===== config.mk =====
export PLATFORM = sky130hd
export DESIGN_NAME = butterfly_lsu
export DESIGN_NICKNAME = d
export VERILOG_FILES = /design/src/rtl/butterfly_lsu.sv
export SDC_FILE = /design/constraint.sdc
export NUM_CORES = 1
export LEC_CHECK = 0
export BUFFER_PORTS_ARGS = -buffer_cell sky130_fd_sc_hd__buf_4
export CAP_MARGIN = 0
export CORE_ASPECT_RATIO = 0.8
export CORE_MARGIN = 2
export CORE_UTILIZATION = 48
export CTS_CLUSTER_SIZE = 10
export DETAILED_ROUTE_END_ITERATION = 8
export GPL_TIMING_DRIVEN = 0
export PLACE_DENSITY = 0.77
export RECOVER_POWER = 50
export SLEW_MARGIN = 15
export SYNTH_ARGS = -nofsm -noshare
export SYNTH_HDL_FRONTEND = slang
export SYNTH_SLANG_ARGS = --single-unit

===== constraint.sdc =====
create_clock -name clk_i -period 2.9 [get_ports clk_i]
set_input_delay 0.58 -clock clk_i [delete_from_list [all_inputs] [get_ports clk_i]]
set_output_delay 0.58 -clock clk_i [all_outputs]
set_load 0.05 [all_outputs]

===== src/rtl/butterfly_lsu.sv =====
// butterfly_lsu: load/store unit for the ButterFly RV32IM core.
// Accepts one memory request at a time. It steers store bytes onto the bus
// lanes with matching strobes, and returns extended load data to writeback.
// Misaligned, illegal-width and bus-timeout accesses are reported as faults.
module butterfly_lsu #(
  parameter int unsigned TIMEOUT_CYCLES = 255
) (
  input  logic        clk_i,
  input  logic        rst_n_i,
  input  logic        req_valid_i,
  input  logic        req_we_i,
  input  logic [31:0] req_addr_i,
  input  logic [31:0] req_wdata_i,
  input  logic [2:0]  req_funct3_i,
  input  logic [4:0]  req_rd_i,
  output logic        stall_o,
  output logic        wb_valid_o,
  output logic [4:0]  wb_rd_o,
  output logic [31:0] wb_data_o,
  output logic        fault_o,
  output logic [1:0]  fault_cause_o,
  output logic [31:0] fault_addr_o,
  output logic        dmem_valid_o,
  output logic        dmem_we_o,
  output logic [31:0] dmem_addr_o,
  output logic [31:0] dmem_wdata_o,
  output logic [3:0]  dmem_wstrb_o,
  input  logic [31:0] dmem_rdata_i,
  input  logic        dmem_ready_i
);

  typedef enum logic {
    ST_IDLE = 1'b0,
    ST_BUS  = 1'b1
  } state_t;

  localparam logic [1:0] CAUSE_MISALIGNED = 2'b01;
  localparam logic [1:0] CAUSE_TIMEOUT    = 2'b10;
  localparam logic [1:0] CAUSE_ILLEGAL    = 2'b11;

  // Width code not defined for the access direction.
  function automatic logic f_illegal(input logic we, input logic [2:0] f3);
    logic bad;
    if (we) begin
      bad = (f3 > 3'd2);
    end else begin
      bad = (f3 == 3'd3) || (f3 == 3'd6) || (f3 == 3'd7);
    end
    return bad;
  endfunction

  // Halfwords need an even address, words a multiple of four.
  function automatic logic f_misaligned(input logic [2:0] f3, input logic [1:0] lsb);
    logic bad;
    case (f3[1:0])
      2'd1:    bad = lsb[0];
      2'd2:    bad = (lsb != 2'b00);
      default: bad = 1'b0;
    endcase
    return bad;
  endfunction

  // Byte strobes for a store of the given width at the given lane.
  function automatic logic [3:0] f_store_strb(input logic [2:0] f3, input logic [1:0] lsb);
    logic [3:0] strb;
    case (f3[1:0])
      2'd0:    strb = 4'b0001 << lsb;
      2'd1:    strb = 4'b0011 << {lsb[1], 1'b0};
      2'd2:    strb = 4'b1111;
      default: strb = 4'b0000;
    endcase
    return strb;
  endfunction

  // Replicate narrow store data so every lane carries it.
  function automatic logic [31:0] f_store_data(input logic [2:0] f3, input logic [31:0] wd);
    logic [31:0] data;
    case (f3[1:0])
      2'd0:    data = {4{wd[7:0]}};
      2'd1:    data = {2{wd[15:0]}};
      default: data = wd;
    endcase
    return data;
  endfunction

  // Pick the addressed lane from the bus word and extend it.
  function automatic logic [31:0] f_load_data(input logic [2:0] f3, input logic [1:0] lsb,
                                              input logic [31:0] rdata);
    logic [7:0]  b;
    logic [15:0] h;
    logic [31:0] res;
    case (lsb)
      2'd0:    b = rdata[7:0];
      2'd1:    b = rdata[15:8];
      2'd2:    b = rdata[23:16];
      default: b = rdata[31:24];
    endcase
    h = lsb[1] ? rdata[31:16] : rdata[15:0];
    case (f3)
      3'd0:    res = {{24{b[7]}}, b};
      3'd1:    res = {{16{h[15]}}, h};
      3'd4:    res = {24'd0, b};
      3'd5:    res = {16'd0, h};
      default: res = rdata;
    endcase
    return res;
  endfunction

  state_t      r_state;
  state_t      w_state_nxt;
  logic        r_we;
  logic [2:0]  r_funct3;
  logic [31:0] r_addr;
  logic [4:0]  r_rd;
  logic [31:0] r_tmo_cnt;

  logic        r_wb_valid;
  logic [4:0]  r_wb_rd;
  logic [31:0] r_wb_data;
  logic        r_fault;
  logic [1:0]  r_fault_cause;
  logic [31:0] r_fault_addr;
  logic        r_dmem_valid;
  logic        r_dmem_we;
  logic [31:0] r_dmem_addr;
  logic [31:0] r_dmem_wdata;
  logic [3:0]  r_dmem_wstrb;

  logic w_illegal;
  logic w_misaligned;
  logic w_idle_req;
  logic w_accept;
  logic w_tmo_hit;
  logic w_bus_done;
  logic w_stall;

  assign w_illegal    = f_illegal(req_we_i, req_funct3_i);
  assign w_misaligned = f_misaligned(req_funct3_i, req_addr_i[1:0]);
  assign w_idle_req   = (r_state == ST_IDLE) && req_valid_i;
  assign w_accept     = w_idle_req && !w_illegal && !w_misaligned;
  // The last permitted ready-less BUS cycle is the one where the count is TIMEOUT_CYCLES-1.
  assign w_tmo_hit    = (r_state == ST_BUS) && !dmem_ready_i &&
                        (TIMEOUT_CYCLES != 32'd0) &&
                        (r_tmo_cnt == (TIMEOUT_CYCLES - 32'd1));
  assign w_bus_done   = (r_state == ST_BUS) && (dmem_ready_i || w_tmo_hit);

  // FSM state register.
  always_ff @(posedge clk_i or negedge rst_n_i) begin
    if (!rst_n_i) begin
      r_state <= ST_IDLE;
    end else begin
      r_state <= w_state_nxt;
    end
  end

  // Next state and pipeline stall.
  always_comb begin
    w_state_nxt = r_state;
    w_stall     = 1'b0;
    case (r_state)
      ST_IDLE: begin
        w_stall = w_accept;
        if (w_accept) begin
          w_state_nxt = ST_BUS;
        end else begin
          w_state_nxt = ST_IDLE;
        end
      end
      ST_BUS: begin
        w_stall = !dmem_ready_i && !w_tmo_hit;
        if (dmem_ready_i || w_tmo_hit) begin
          w_state_nxt = ST_IDLE;
        end else begin
          w_state_nxt = ST_BUS;
        end
      end
      default: begin
        w_state_nxt = ST_IDLE;
        w_stall     = 1'b0;
      end
    endcase
  end

  assign stall_o = w_stall;

  // Count BUS cycles spent waiting for ready; restarts on every accept.
  always_ff @(posedge clk_i or negedge rst_n_i) begin
    if (!rst_n_i) begin
      r_tmo_cnt <= 32'd0;
    end else if (w_accept) begin
      r_tmo_cnt <= 32'd0;
    end else if ((r_state == ST_BUS) && !dmem_ready_i) begin
      r_tmo_cnt <= r_tmo_cnt + 32'd1;
    end
  end

  // Keep a private copy of the request so req_* may change during BUS.
  always_ff @(posedge clk_i or negedge rst_n_i) begin
    if (!rst_n_i) begin
      r_we     <= 1'b0;
      r_funct3 <= 3'd0;
      r_addr   <= 32'd0;
      r_rd     <= 5'd0;
    end else if (w_accept) begin
      r_we     <= req_we_i;
      r_funct3 <= req_funct3_i;
      r_addr   <= req_addr_i;
      r_rd     <= req_rd_i;
    end
  end

  // Bus request: launched on accept, held through BUS, dropped on completion.
  always_ff @(posedge clk_i or negedge rst_n_i) begin
    if (!rst_n_i) begin
      r_dmem_valid <= 1'b0;
      r_dmem_we    <= 1'b0;
      r_dmem_addr  <= 32'd0;
      r_dmem_wdata <= 32'd0;
      r_dmem_wstrb <= 4'd0;
    end else if (w_accept) begin
      r_dmem_valid <= 1'b1;
      r_dmem_we    <= req_we_i;
      r_dmem_addr  <= {req_addr_i[31:2], 2'b00};
      r_dmem_wdata <= req_we_i ? f_store_data(req_funct3_i, req_wdata_i) : 32'd0;
      r_dmem_wstrb <= req_we_i ? f_store_strb(req_funct3_i, req_addr_i[1:0]) : 4'd0;
    end else if (w_bus_done) begin
      r_dmem_valid <= 1'b0;
      r_dmem_we    <= 1'b0;
      r_dmem_addr  <= 32'd0;
      r_dmem_wdata <= 32'd0;
      r_dmem_wstrb <= 4'd0;
    end
  end

  // One-cycle writeback and fault pulses; illegal outranks misaligned.
  always_ff @(posedge clk_i or negedge rst_n_i) begin
    if (!rst_n_i) begin
      r_wb_valid    <= 1'b0;
      r_wb_rd       <= 5'd0;
      r_wb_data     <= 32'd0;
      r_fault       <= 1'b0;
      r_fault_cause <= 2'b00;
      r_fault_addr  <= 32'd0;
    end else begin
      r_wb_valid    <= 1'b0;
      r_wb_rd       <= 5'd0;
      r_wb_data     <= 32'd0;
      r_fault       <= 1'b0;
      r_fault_cause <= 2'b00;
      r_fault_addr  <= 32'd0;
      if (w_idle_req && w_illegal) begin
        r_fault       <= 1'b1;
        r_fault_cause <= CAUSE_ILLEGAL;
        r_fault_addr  <= req_addr_i;
      end else if (w_idle_req && w_misaligned) begin
        r_fault       <= 1'b1;
        r_fault_cause <= CAUSE_MISALIGNED;
        r_fault_addr  <= req_addr_i;
      end else if ((r_state == ST_BUS) && dmem_ready_i && !r_we) begin
        r_wb_valid <= 1'b1;
        r_wb_rd    <= r_rd;
        r_wb_data  <= f_load_data(r_funct3, r_addr[1:0], dmem_rdata_i);
      end else if (w_tmo_hit) begin
        r_fault       <= 1'b1;
        r_fault_cause <= CAUSE_TIMEOUT;
        r_fault_addr  <= r_addr;
      end
    end
  end

  assign wb_valid_o    = r_wb_valid;
  assign wb_rd_o       = r_wb_rd;
  assign wb_data_o     = r_wb_data;
  assign fault_o       = r_fault;
  assign fault_cause_o = r_fault_cause;
  assign fault_addr_o  = r_fault_addr;
  assign dmem_valid_o  = r_dmem_valid;
  assign dmem_we_o     = r_dmem_we;
  assign dmem_addr_o   = r_dmem_addr;
  assign dmem_wdata_o  = r_dmem_wdata;
  assign dmem_wstrb_o  = r_dmem_wstrb;

endmodule


==> metrics.txt <==
buffer depth of the longest clock path=3; RD Place Congestion=0.882; crit path kind=flop to output pin; Sum Neg Setup Slack=0 ns; vias in the first global route=8013; most instantiated cells after synthesis=dfrtp_1 (215), o211ai_1 (59), a21oi_1 (51); warnings from Yosys=0; CTS tree=yes; DP Wirelength=20.6 mm; Fin. Hold Viols=0; Critical Path AT=2.17 ns; global-route wire length before repair=44.7 mm; VDD IR max=0.394 mV; P&R area growth vs syn=26.3%; largest area contributor in the netlist=dfrtp_1; Final nets=1255; DRC=0; final max-slew violation count=0; WP data required=2.32 ns; Leak Pwr=5.38 nW; register area share after synthesis=56.0%; Mapped Area=9610 sq um; met2 usage=43.8%; MaxCap Viol Count=0; CP peak stage delay=0.37 ns; FP Rows=46; die height=131 microns; final core occ=61.5%; crit share post-route=94.9%; Levels on crit path=8; r2r worst-path depth=8; Die Area=21200 sq um; core area=19700 sq um; CTS root buf=clkbuf_16; Power Density=745 nW/um^2; Synth Instances=852; Hold WC Path Type=primary input to flop; crit path cell chain=inv_1 -> ha_2 -> nor4b_4 -> nand4_1 -> nor4_4 -> clkbuf_8 -> o21ai_4 -> buf_8; worst flop-to-flop path endpoint=r_tmo_cnt[24]; fill count=1710; adder-cell area share of the yosys netlist=0.781%; # diodes=0; reg2reg start=r_tmo_cnt[0]; most common cell in the synthesized netlist=dfrtp_1; antenna violations before repair=0; port bufs=250; CTS sink count=215; Worst path slowest cell=dfrtp_1; library cells used by synthesis=59; Layout Skew=0.0147 ns; grt total ovfl=0; number of routed nets with antenna violations=0; Num CTS Buffers=25; met3 usage=6.19%; largest family of logic cells by synthesized area=compound AO/OA/AOI/OAI gates; Worst setup SP type=flop; share of synthesized flip-flops with an asynchronous set or reset=100%; via/cell ratio=5.90; vias=8291; largest delay contributor family on the critical path=simple AND/OR/NAND/NOR gates; Yosys top cell area share=56.0%; final setup vio count=0; CP Buf/Inv Count=3; relative slew slack=14.6%; Setup crit start=r_tmo_cnt[0]; die width=162 microns; Fmax=363 MHz; Post-synth EDFFs=0; largest net degree at the start of global routing=95; I/O pin cnt=253; mux contribution to synthesized area=6.63%; busiest grt layer=met2; Initial DRT Pass Iterations=5; Area contributors post-synth=dfrtp_1 (56%), mux2_2 (5.0%), o211ai_1 (4.6%); drt wl/cell=20.5 microns; Setup crit end=stall_o; Worst Tran Pin Value=1.28 ns; htree depth=1; area fraction in compound gates after synthesis=21.7%; gr usage total=26.8%; simple-gate portion of the synthesized area=8.96%; Synth Flop Type=dfrtp_1; min cycle time layout=2.75 ns; RSZ-0062 raised after global routing=no; crit-path max FO=3; Initial Util=48.7%; layout cells sized above 1=19.9%; clock latency at the later pin of the worst-skew pair=0.52 ns; critical path endpoint category=output pin; syn_area_per_cell=11.3 sq um; DRT iter0 DRCs=784; #FFs+latches synth=215; met1 Track Usage GR=37.0%; area share of xor/xnor cells in the synthesized design=1.00%; Worst-path clk slew=0.05 ns; setup slack, reg-to-reg=0.46 ns; final WL=28.8 mm; status=finished, final reports clean
-- how the worst min path moves through the flow --
stage / depth (start not counted) / start / to
2_1_floorplan: 0 / rst_n_i / dmem_addr_o[10]
3_3_place_gp: 1 / r_rd[0] / wb_rd_o[0]
3_5_place_dp: 1 / rst_n_i / wb_rd_o[1]
4_1_cts: 2 / req_addr_i[31] / dmem_addr_o[31]
5_1_grt: 2 / req_addr_i[11] / dmem_addr_o[11]
6_report: 2 / req_addr_i[15] / dmem_addr_o[15]
-- layer usage --
metal / wire [microns] / vias to the layer above
li1: - / 3751
met1: 12200 / 4075
met2: 13400 / 421
met3: 2720 / 44
met4: 531 / 0
met5: 0 / -
-- logic make-up after synthesis --
group,Yosys count
multiplexers,57
AO/OA/AOI/OAI,295
flip-flops,215
XOR/XNOR,11
AND/OR/NAND/NOR,153
buffers and inverters,114
other,1
adder cells (fa/ha/maj),6
-- report_power, final --
| group | internal (mW) | switching (mW) | total, mW |
|---|---|---|---|
| Combinational | 0.745 | 1.88 | 2.63 |
| Clock | 1.57 | 1.13 | 2.70 |
| Sequential | 3.46 | 0.259 | 3.72 |
-- state kept, by name, indices dropped and copies added, names as in the netlist --
register,flops
dmem_wdata_o,32
fault_addr_o,32
r_addr,32
r_tmo_cnt,32
wb_data_o,32
dmem_addr_o,30
r_rd,5
wb_rd_o,5
dmem_wstrb_o,4
r_funct3,3
fault_cause_o,2
dmem_valid_o,1
dmem_we_o,1
fault_o,1
r_state,1
r_we,1
wb_valid_o,1
-- layout make-up --
cell class	instances	area (sq um)	share of cell area (%)
Inverter	38	143	1.18
Multi-Input combinational cell	524	3810	31.4
Buffer	73	322	2.65
Clock buffer	28	657	5.41
Tap cell	264	330	2.72
Sequential cell	215	5380	44.3
Clock inverter	1	8.76	0.0722
Timing Repair Buffer	263	1480	12.2
-- worst reg2reg max path, stage by stage (launching register included) --
cell and delay (ns):
dfrtp_1 0.34, buf_4 0.10, buf_4 0.11, ha_1 0.19, nand4b_1 0.30, or4_4 0.62, buf_6 0.16, or4_1 0.40
a21oi_1 0.15
-- timing repair --
action,CTS,global route
pin swaps,3,2
hold endpoints to repair,31,0
gates resized for setup,14,2
hold buffers,1,0
setup buffers,5,5
endpoints found under the setup margin,1,1
-- metrics by stage --
step                      cell area, sq um  hold WS (ns)  power (mW)  cells  worst slack (ns)
after CTS                            12700         0.283        9.31   1402           -0.0284
after floorplan                       9630         0.284        5.56    853            0.0309
after global placement               11800         0.458        6.52   1367            -0.681
after global routing                 12100         0.286        9.45   1406            0.0659
after detailed placement             11900         0.450        6.58   1369            -0.687
final                                12100         0.292        9.05   1406             0.148
-- placed cells by master, fill, tap and decap left out, types with 4 or more instances in the layout --
| master | count |
|---|---|
| mux2i_1 | 13 |
| nand3_1 | 10 |
| o31ai_1 | 13 |
| and2_1 | 11 |
| clkbuf_16 | 25 |
| buf_4 | 120 |
| nor2_1 | 22 |
| and4_1 | 4 |
| or4_1 | 13 |
| o2bb2ai_1 | 30 |
| o22ai_1 | 29 |
| or3_1 | 5 |
| xnor2_1 | 8 |
| nand4_1 | 9 |
| nand2b_1 | 5 |
| inv_1 | 38 |
| a22oi_1 | 8 |
| buf_2 | 15 |
| buf_1 | 7 |
| clkbuf_1 | 188 |
| mux2_2 | 43 |
| nand2_1 | 36 |
| nor3_1 | 4 |
| o21a_1 | 7 |
| o211ai_1 | 59 |
| o21ai_0 | 28 |
| a211oi_1 | 8 |
| a22o_1 | 41 |
| dfrtp_1 | 215 |
| nor4_1 | 8 |
| a21oi_1 | 51 |
| ha_1 | 5 |
| o32ai_1 | 8 |
No activity file was read; power rests on OpenSTA's default activity.
